==> src/rtl/deser8_if.sv <==
`default_nettype none
// +--------------------------------------------------------------------------+
// | Module   : deser8_if                                                      |
// | Brief    : Serial-in / byte-out bundle between a bit source and deser8.   |
// | Revision : 1.0  initial release                                           |
// +--------------------------------------------------------------------------+
interface deser8_if;
    logic       ENB8;
    logic       START8;
    logic       S_IN8;
    logic       DIR8;
    logic       ACK8;
    logic [7:0] Q8;
    logic       VALID8;
    logic       BUSY8;
    logic       ERR8;
    logic       OVR8;

    modport master (
        output ENB8, START8, S_IN8, DIR8, ACK8,
        input  Q8, VALID8, BUSY8, ERR8, OVR8
    );

    modport slave (
        input  ENB8, START8, S_IN8, DIR8, ACK8,
        output Q8, VALID8, BUSY8, ERR8, OVR8
    );
endinterface
`default_nettype wire

==> src/rtl/deser8.sv <==
`default_nettype none
// +--------------------------------------------------------------------------+
// | Module   : deser8                                                         |
// | Brief    : 8-bit serial-to-parallel converter, selectable bit order.      |
// | Revision : 1.0  initial release                                           |
// +--------------------------------------------------------------------------+
module deser8 (
    input  wire logic CLK8,
    input  wire logic RST8,
    deser8_if.slave   bus
);
    typedef enum logic [0:0] {
        IDLE = 1'b0,
        RECV = 1'b1
    } stateT;

    localparam logic [2:0] c_lastBit = 3'd7;

    stateT      r_state,    w_stateNext;
    logic [7:0] r_shiftReg, w_shiftRegNext;
    logic [2:0] r_bitCnt,   w_bitCntNext;
    logic       r_lDir,     w_lDirNext;
    logic [7:0] r_qByte,    w_qByteNext;
    logic       r_valid,    w_validNext;
    logic       r_err,      w_errNext;
    logic       r_ovr,      w_ovrNext;

    logic       w_dirSel;
    logic [7:0] w_srBase;
    logic [7:0] w_shifted;

    // A start bit opens a fresh frame: shift into an empty register with the new direction.
    assign w_dirSel  = bus.START8 ? bus.DIR8 : r_lDir;
    assign w_srBase  = bus.START8 ? 8'h00 : r_shiftReg;
    assign w_shifted = w_dirSel ? {bus.S_IN8, w_srBase[7:1]}
                                : {w_srBase[6:0], bus.S_IN8};

    always_ff @(posedge CLK8) begin
        if (!RST8) begin
            r_state    <= IDLE;
            r_shiftReg <= 8'h00;
            r_bitCnt   <= 3'd0;
            r_lDir     <= 1'b0;
            r_qByte    <= 8'h00;
            r_valid    <= 1'b0;
            r_err      <= 1'b0;
            r_ovr      <= 1'b0;
        end else begin
            r_state    <= w_stateNext;
            r_shiftReg <= w_shiftRegNext;
            r_bitCnt   <= w_bitCntNext;
            r_lDir     <= w_lDirNext;
            r_qByte    <= w_qByteNext;
            r_valid    <= w_validNext;
            r_err      <= w_errNext;
            r_ovr      <= w_ovrNext;
        end
    end

    always_comb begin
        w_stateNext    = r_state;
        w_shiftRegNext = r_shiftReg;
        w_bitCntNext   = r_bitCnt;
        w_lDirNext     = r_lDir;
        w_qByteNext    = r_qByte;
        w_validNext    = r_valid;
        w_errNext      = r_err;
        w_ovrNext      = r_ovr;

        if (bus.ACK8) begin
            w_validNext = 1'b0;
        end

        if (bus.ENB8) begin
            if (bus.START8) begin
                if (r_state == RECV) begin
                    w_errNext = 1'b1;
                end
                w_shiftRegNext = w_shifted;
                w_lDirNext     = bus.DIR8;
                w_bitCntNext   = 3'd1;
                w_stateNext    = RECV;
            end else if (r_state == RECV) begin
                w_shiftRegNext = w_shifted;
                w_bitCntNext   = r_bitCnt + 3'd1;
                // Completion wins over a same-edge acknowledge; overrun only if unacknowledged.
                if (r_bitCnt == c_lastBit) begin
                    w_qByteNext = w_shifted;
                    w_validNext = 1'b1;
                    if (r_valid && !bus.ACK8) begin
                        w_ovrNext = 1'b1;
                    end
                    w_stateNext = IDLE;
                end
            end
        end
    end

    assign bus.Q8     = r_qByte;
    assign bus.VALID8 = r_valid;
    assign bus.BUSY8  = (r_state == RECV);
    assign bus.ERR8   = r_err;
    assign bus.OVR8   = r_ovr;
endmodule
`default_nettype wire

==> src/flat_wrapper.sv <==
// flat-port wrapper written by rule: the top's interface ports become plain ports
module deser8_flat 
  (CLK8, RST8, bus_ENB8, bus_START8, bus_S_IN8, bus_DIR8, bus_ACK8, bus_Q8, bus_VALID8, bus_BUSY8, bus_ERR8, bus_OVR8);
  deser8_if bus_i ();
  input  wire logic CLK8;
  input  wire logic RST8;
  input wire logic [$bits(bus_i.ENB8)-1:0] bus_ENB8;
  input wire logic [$bits(bus_i.START8)-1:0] bus_START8;
  input wire logic [$bits(bus_i.S_IN8)-1:0] bus_S_IN8;
  input wire logic [$bits(bus_i.DIR8)-1:0] bus_DIR8;
  input wire logic [$bits(bus_i.ACK8)-1:0] bus_ACK8;
  output wire logic [$bits(bus_i.Q8)-1:0] bus_Q8;
  output wire logic [$bits(bus_i.VALID8)-1:0] bus_VALID8;
  output wire logic [$bits(bus_i.BUSY8)-1:0] bus_BUSY8;
  output wire logic [$bits(bus_i.ERR8)-1:0] bus_ERR8;
  output wire logic [$bits(bus_i.OVR8)-1:0] bus_OVR8;
  assign bus_i.ENB8 = bus_ENB8;
  assign bus_i.START8 = bus_START8;
  assign bus_i.S_IN8 = bus_S_IN8;
  assign bus_i.DIR8 = bus_DIR8;
  assign bus_i.ACK8 = bus_ACK8;
  assign bus_Q8 = bus_i.Q8;
  assign bus_VALID8 = bus_i.VALID8;
  assign bus_BUSY8 = bus_i.BUSY8;
  assign bus_ERR8 = bus_i.ERR8;
  assign bus_OVR8 = bus_i.OVR8;
  deser8 u_core (.CLK8(CLK8), .RST8(RST8), .bus(bus_i));
endmodule
==> config.mk <==
export PLATFORM = sky130hd
export DESIGN_NAME = deser8_flat
export DESIGN_NICKNAME = d
export VERILOG_FILES = /design/src/rtl/deser8_if.sv /design/src/rtl/deser8.sv /design/src/flat_wrapper.sv
export SDC_FILE = /design/constraint.sdc
export NUM_CORES = 1
export LEC_CHECK = 0
export ABC_AREA = 1
export CAP_MARGIN = 20
export CORE_ASPECT_RATIO = 1.1
export CORE_MARGIN = 2
export CORE_UTILIZATION = 50
export CTS_BUF_LIST = sky130_fd_sc_hd__clkbuf_16
export DETAILED_ROUTE_END_ITERATION = 8
export PLACE_DENSITY = 0.77
export SKIP_LAST_GASP = 1
export SYNTH_ARGS = -nofsm -noshare
export SYNTH_HDL_FRONTEND = slang
export SYNTH_SLANG_ARGS = --single-unit
==> constraint.sdc <==
create_clock -name CLK8 -period 3.4 [get_ports CLK8]
set_clock_uncertainty 0.2 [all_clocks]
set_input_delay 0.68 -clock CLK8 [delete_from_list [all_inputs] [get_ports CLK8]]
set_output_delay 0.68 -clock CLK8 [all_outputs]
set_load 0.02 [all_outputs]
==> metrics.txt, run 1 <==
status=finished clean; latest clock arrival within the worst-skew pair=250 ps; Initial Util=0.526; Pleak=0.592 nW; area growth from synthesis to layout=27.6%; type of the worst min-delay path=reg -> reg; crit start category=flip-flop; maximum achievable frequency=468 MHz; combinational share of power=0.091; remaining antenna violation count after routing=0; Register-to-Register Path Depth=7; leftover overflow at the end of global routing=0; Buf/Inv on CP=1; Switching Share=0.226; switching power of the nets=0.137 mW; share of post-route cells with drive strength above 1=0.0659; signal arrival time at the worst endpoint=1260 ps; count of buffers from port buffering=18; crit-path max FO=5; transition at the pin with the smallest max-transition slack=321 ps; Resized cells post-CTS=0; count of state elements after synthesis=24; final setup vio count=0; floorplan die area=2460 sq um; pre-CTS setup slack=1070 ps; start-to-end type of the worst setup path=reg -> out; clock tree from TritonCTS=done; global placer's final weighted congestion=0.884; worst path cell trace=clkdlybuf4s50_1; Reg clk slew, reported paths=60 ps; number of global-route vias before repair=939; critical path's largest stage delay=620 ps; count of vias placed by the detailed router=1,023; maximum number of pins on one net before global-route repair=17; post-layout worst setup margin=1260 ps; number of CTS-inserted buffers=3; min Tclk post-route=2140 ps; # placed instances=191; number of setup buffers added after CTS=0; DR DRC count=0; Hold Buf Count CTS=0; Peak supply drop=0.356 mV; number of detailed-route iterations in the first pass=4; initial antenna violation count=0; distinct cell type count of the synthesized netlist=18; synthesized instance count=147; Filler Cells Inserted=192; number of hold violations in the final report=0; Max Cap Viol=0; part of the total power dissipated in the clock network=0.417; htree depth=1; final sum of negative setup slack=0 ps; top library cells by usage in the layout, fill and taps aside=30 x sky130_fd_sc_hd__nand2_1, 25 x sky130_fd_sc_hd__nor2_1, 24 x sky130_fd_sc_hd__dfxtp_1, 18 x sky130_fd_sc_hd__clkdlybuf4s50_1, 15 x sky130_fd_sc_hd__nand3_1; critical path depth in cells=1; gr usage total=0.223; sequential element share of the synthesized area=0.462; Inserted Diodes=0; Bufs on Longest Clock Path=2; Data required, critical path=2520 ps; routed vias/inst=5.25; most common library cell in the layout ignoring fill and taps=sky130_fd_sc_hd__nand2_1; clk sink count=24; number of cells on the worst hold path=2; cell area after technology mapping=1040 sq um; final std cells w/o fill=195; family with the most delay on the worst path=buffers and inverters; Syn Nets=157; total power draw=0.606 mW; critical path's slowest cell=sky130_fd_sc_hd__clkdlybuf4s50_1; horizontal die dimension=47.5 um; core area=1980 sq um; number of standard-cell rows in the floorplan=17; clock root buffer master=sky130_fd_sc_hd__clkbuf_16; Internal=0.469 mW; final worst hold slack=250 ps; height of the chip=51.9 um; number of nets in the finished design=178; mean post-synth cell area=7.08 sq um; Pwr per Cell Area=456 nW/um^2; Avg WL per Cell=12.1 um; 1st-iter DRT viols=32; Slew Viols, Final=0; setup repair after global routing missed its margin=false; share of the cycle needed by the critical path after routing=0.629; detailed-placement wirelength estimate=1.68 mm; final wirelength=2.35 mm; Ys Warns=0; worst max-slew margin expressed relative to the limit=0.785; total I/O pin count=19; wire length of the first global-routing pass=3.91 mm; crit path capture type=output port; sequential power share=0.493
==> power groups by stage <==
stage | registers, mW | clock network (mW) | logic, mW
after global routing | 0.299 | 0.276 | 0.0611
final | 0.298 | 0.252 | 0.0551
after CTS | 0.298 | 0.256 | 0.0546
after floorplan | 0.302 | 0 | 0.0335
after global placement | 0.304 | 0 | 0.0523
after detailed placement | 0.304 | 0 | 0.0538
==> cell usage after synthesis <==
cell type,count,share of area
sky130_fd_sc_hd__a21oi_1,10,0.048
sky130_fd_sc_hd__buf_2,2,0.0096
sky130_fd_sc_hd__clkbuf_1,1,0.0036
sky130_fd_sc_hd__clkinv_1,1,0.0036
sky130_fd_sc_hd__dfxtp_1,24,0.46
sky130_fd_sc_hd__ha_1,3,0.036
sky130_fd_sc_hd__inv_1,11,0.040
sky130_fd_sc_hd__inv_2,3,0.011
sky130_fd_sc_hd__nand2_1,30,0.11
sky130_fd_sc_hd__nand2_2,2,0.012
sky130_fd_sc_hd__nand3_1,15,0.072
sky130_fd_sc_hd__nor2_1,25,0.090
sky130_fd_sc_hd__nor2_2,2,0.012
sky130_fd_sc_hd__nor3_1,1,0.0048
sky130_fd_sc_hd__o21a_1,1,0.0072
sky130_fd_sc_hd__o21ai_0,13,0.062
sky130_fd_sc_hd__o21ai_1,2,0.0096
sky130_fd_sc_hd__xor2_1,1,0.0084
==> cell families (layout without fill, tap and decap cells) <==
kind of cell / Yosys count / in the layout / share of synthesized area
AOI/OAI and AO/OA: 26 / 26 / 0.127
xor gates and xnor gates: 1 / 1 / 0.00841
adders and majority gates: 3 / 3 / 0.0361
buffers and inverters: 18 / 38 / 0.0673
DFF: 24 / 24 / 0.462
and+or+nand+nor: 75 / 75 / 0.299
==> sequential cells by signal, summed over array words and instances (netlist names) <==
register and flops:
u_core.r_lDir 1, u_core.bus.Q8 8, u_core.bus.VALID8 1, u_core.bus.OVR8 1
u_core.r_shiftReg 8, u_core.bus.BUSY8 1, u_core.r_bitCnt 3, u_core.bus.ERR8 1
==> per-layer routing <==
layer,up-vias,global-route usage,part of all wire
li1,512,-,-
met1,462,0.277,0.42
met2,43,0.340,0.50
met3,6,0.0486,0.060
met4,0,0.134,0.022
met5,-,0,0
==> final timing paths <==
path	slack, ps	from	to
max	1260	u_core.bus.BUSY8	bus_BUSY8
min	250	u_core.bus.ERR8	u_core.bus.ERR8
max reg2reg	1810	u_core.r_bitCnt[0]	u_core.bus.Q8[7]
min reg2reg	250	u_core.bus.ERR8	u_core.bus.ERR8
==> area by class of cell <==
cell class / count / area [sq um] / share of cell area
Inverter: 15 / 56.3 / 0.0424
Timing Repair Buffer: 19 / 188 / 0.141
Clock buffer: 3 / 75.1 / 0.0565
Clock inverter: 1 / 3.75 / 0.00282
Multi-Input combinational cell: 105 / 490 / 0.369
Tap cell: 28 / 35.0 / 0.0264
Sequential cell: 24 / 480 / 0.362
==> metrics by stage <==
stage                     area (sq um)  utilization
after detailed placement          1250        0.632
after global placement            1250        0.632
after CTS                         1330        0.672
after floorplan                   1040            -
after global routing              1330        0.672
final                             1330        0.672
No activity file was read; power rests on OpenSTA's default activity.
==> run 2: changes to the inputs <==
==> constraint.sdc (replaced) <==
create_clock -name CLK8 -period 2.1 [get_ports CLK8]
set_clock_uncertainty 0.2 [all_clocks]
set_input_delay 0.42 -clock CLK8 [delete_from_list [all_inputs] [get_ports CLK8]]
set_output_delay 0.42 -clock CLK8 [all_outputs]
set_load 0.02 [all_outputs]
==> metrics.txt, run 2 (synthesized netlist as in run 1, its figures left out) <==
number of hold violations in the final report=0; Register-to-Register Path Depth=7; clock root buffer master=sky130_fd_sc_hd__clkbuf_16; latest clock arrival within the worst-skew pair=250 ps; horizontal die dimension=47.5 um; Filler Cells Inserted=178; start point of the critical path=u_core.bus.BUSY8; worst max-slew margin expressed relative to the limit=0.745; status=finished clean; gr usage total=0.225; maximum achievable frequency=532 MHz; crit start category=flip-flop; top layer in use=met4; share of post-route cells with drive strength above 1=0.0714; maximum number of pins on one net before global-route repair=16; share of the cycle needed by the critical path after routing=0.895; clk sink count=24; Met2 Wirelength=1.10 mm; number of nets in the finished design=179; critical path's slowest cell=sky130_fd_sc_hd__clkdlybuf4s50_1; Inserted Diodes=0; top library cells by usage in the layout, fill and taps aside=30 x sky130_fd_sc_hd__nand2_1, 25 x sky130_fd_sc_hd__nor2_1, 24 x sky130_fd_sc_hd__dfxtp_1, 18 x sky130_fd_sc_hd__clkdlybuf4s50_1, 15 x sky130_fd_sc_hd__nand3_1; clock tree from TritonCTS=done; detailed-placement wirelength estimate=1.65 mm; Avg WL per Cell=11.9 um; total I/O pin count=19; final setup vio count=0; htree depth=1; Slew Viols, Final=0; number of detailed-route iterations in the first pass=4; number of CTS-inserted buffers=3; family with the most delay on the worst path=buffers and inverters; setup repair after global routing missed its margin=false; core area=1980 sq um; height of the chip=51.9 um; number of setup buffers added after CTS=0; 1st-iter DRT viols=22; Pwr per Cell Area=731 nW/um^2; worst path cell trace=clkdlybuf4s50_1; crit path capture type=output port; Buf/Inv on CP=1; Pleak=0.597 nW; wire length of the first global-routing pass=3.96 mm; Bufs on Longest Clock Path=2; Peak supply drop=0.636 mV; number of cells on the worst hold path=2; routed vias/inst=5.12; startpoint of the worst-slack reg-to-reg timing path=u_core.r_bitCnt[0]; type of the worst min-delay path=reg -> reg; critical path depth in cells=1; DR DRC count=0; flop2flop setup slack=420 ps; number of standard-cell rows in the floorplan=17; sum of routed wire segments on met1=1.07 mm; start-to-end type of the worst setup path=reg -> out; leftover overflow at the end of global routing=0; Hold Buf Count CTS=0; transition at the pin with the smallest max-transition slack=382 ps; post-layout utilization of the core=0.676; crit-path max FO=5; final sum of negative setup slack=0 ps; Data required, critical path=1480 ps; Max Cap Viol=0; final wirelength=2.34 mm; most common library cell in the layout ignoring fill and taps=sky130_fd_sc_hd__nand2_1; initial antenna violation count=0; critical path's largest stage delay=630 ps; Initial Util=0.526; global placer's final weighted congestion=0.902; Resized cells post-CTS=0; signal arrival time at the worst endpoint=1260 ps; min Tclk post-route=1880 ps; area growth from synthesis to layout=28.4%; Reg clk slew, reported paths=60 ps; count of buffers from port buffering=18; remaining antenna violation count after routing=0; Worst Min Path Start=u_core.bus.ERR8; number of global-route vias before repair=936; count of vias placed by the detailed router=1,004; routed length on met3=128 um; floorplan die area=2460 sq um
[run 2: path summary, 6_finish.rpt]
check | end
hold / removal | u_core.bus.ERR8
setup reg to reg | u_core.bus.Q8[7]
hold reg to reg | u_core.bus.ERR8
setup / recovery | bus_BUSY8
[run 2: metrics by stage]
step           worst slack, ps  power [mW]  cell area (sq um)  hold WS (ps)  cells
2_1_floorplan              669       0.544               1040           243    147
3_3_place_gp              81.7       0.579               1260           239    192
3_5_place_dp              54.4       0.580               1260           244    192
4_1_cts                    217       0.986               1340           253    196
5_1_grt                    186        1.03               1340           277    196
6_report                   220       0.977               1340           249    196
[run 2: cell type report]
class | instances | area [sq um] | area share
Clock buffer | 3 | 75.1 | 0.0562
Clock inverter | 1 | 3.75 | 0.00281
Inverter | 15 | 56.3 | 0.0421
Multi-Input combinational cell | 105 | 490 | 0.367
Sequential cell | 24 | 480 | 0.360
Tap cell | 28 | 35.0 | 0.0262
Timing Repair Buffer | 20 | 195 | 0.146
[run 2: power breakdown]
part           internal (mW)  leakage, nW  switching [mW]  total [mW]
clock network          0.254       0.0385           0.149       0.403
registers              0.470        0.195          0.0131       0.483
logic                 0.0353        0.363          0.0556      0.0910
total                  0.759        0.597           0.218       0.977
[run 2: routing by layer]
layer / up-vias / track usage
li1: 521 / -
met1: 447 / 0.301
met2: 32 / 0.349
met3: 4 / 0.0451
met4: 0 / 0.0880
met5: - / 0
==> variant, RTL diff (settings of run 2) <==
Take the reset off `r_shiftReg` and `r_qByte` and load them in a clocked block of their own.
--- a/src/rtl/deser8.sv
+++ b/src/rtl/deser8.sv
@@ -40,6 +40,4 @@
             r_state    <= IDLE;
-            r_shiftReg <= 8'h00;
             r_bitCnt   <= 3'd0;
             r_lDir     <= 1'b0;
-            r_qByte    <= 8'h00;
             r_valid    <= 1'b0;
@@ -49,6 +47,4 @@
             r_state    <= w_stateNext;
-            r_shiftReg <= w_shiftRegNext;
             r_bitCnt   <= w_bitCntNext;
             r_lDir     <= w_lDirNext;
-            r_qByte    <= w_qByteNext;
             r_valid    <= w_validNext;
@@ -57,2 +53,7 @@
         end
+    end
+
+    always_ff @(posedge CLK8) begin
+        r_shiftReg <= w_shiftRegNext;
+        r_qByte    <= w_qByteNext;
     end
Check against the original RTL: differs if RST8 is asserted again (counterexample within 10 cycles, from zero or initial values and one cycle with RST8 low); with RST8 held inactive, the same outputs for 10 cycles.
==> variant against run 2 <==
Sequential cell count stayed put; clock power is 1% lower; critical path type unchanged; synthesized cell count is 41% lower; combinational power is 26% lower; wire length is 31% lower; power is 2.5% higher; design area is 8.9% lower; synthesized area is 8.7% lower; setup slack worse by 0.016 ns; first-iteration DRC count is 36% lower.
==> variant: results (changes against run 2) <==
| Metric | Value |
|---|---|
| Status | `completed (unchanged)` |
| Reg power frac | `0.534 (was 0.494)` |
| Total GRT Usage | `0.154 (was 0.225)` |
| Synth unique cells | `14 (was 18)` |
| DR WL met3 | `77 um (was 128 um)` |
| Switching share of power | `0.198 (was 0.223)` |
| Dpl hpwl | `1.20 mm (was 1.65 mm)` |
| Dpl cells | `121 (was 192)` |
| Drt total wl | `1.62 mm (was 2.34 mm)` |
| Part of the power in the clock network | `0.399 (was 0.412)` |
| Slew headroom | `0.829 (was 0.745)` |
| Post-Syn Nets | `95 (was 157)` |
| Internal power | `0.804 mW (was 0.759 mW)` |
| M1 wire length | `691 um (was 1.07 mm)` |
| Crit path DAT | `1.28 ns (was 1.26 ns)` |
| Pleak | `0.462 nW (was 0.597 nW)` |
| Area after DPL | `1140 um2 (was 1260 um2)` |
| Largest net degree at the start of global routing | `13 (was 16)` |
| Vias per Instance | `5.31 (was 5.12)` |
| Met3 Use GR | `0.0330 (was 0.0451)` |
| Hold WS | `0.252 ns (was 0.249 ns)` |
| DRT iter0 DRCs | `14 (was 22)` |
| Number of flops mapped to enable cells by yosys | `16 (was 0)` |
| Ranking of synthesized cells by area | `edfxtp_1 51%, dfxtp_1 17%, nand3_1 6.3% (was dfxtp_1 46%, nand2_1 11%, nor2_1 9.0%)` |
| Synth cell count leaders | `16 x edfxtp_1, 12 x nand3_1, 11 x nand2_1 (was 30 x nand2_1, 25 x nor2_1, 24 x dfxtp_1)` |
| Reg-to-reg slack, setup | `0.47 ns (was 0.42 ns)` |
| Met1 Usage GRT | `0.176 (was 0.301)` |
| Worst slack, placed | `0.121 ns (was 0.0544 ns)` |
| Final period util | `0.903 (was 0.895)` |
| Global Route met2 Usage | `0.261 (was 0.349)` |
| Share of cells above drive strength 1 | `0.113 (was 0.0714)` |
| Sequential share of the synthesized area | `0.674 (was 0.462)` |
| Met2 wire len | `831 um (was 1.10 mm)` |
| Vias in the first global route | `595 (was 936)` |
## variant: final cells by class
type | instances | area (um2)
clock buffer | 3 | 75.1
fill | 120 | 564
inverter | 12 | 45.0
multi-input combinational | 49 | 254
sequential | 24 | 641
tap | 18 | 22.5
timing repair buffer | 18 | 180
## variant: final timing paths
check,depth (start not counted),startpoint,endpoint
setup / recovery,1,u_core.bus.BUSY8,bus_BUSY8
hold / removal,2,u_core.bus.OVR8,u_core.bus.OVR8
setup reg to reg,6,u_core.r_bitCnt[0],u_core.bus.Q8[5]
hold reg to reg,2,u_core.bus.OVR8,u_core.bus.OVR8
## variant: logic make-up after synthesis
group,count (synthesis),share of synthesized area
flops,24,0.674
compound gates,15,0.0829
simple gates,32,0.158
fa+ha+maj,2,0.0263
buf+inv,13,0.0592
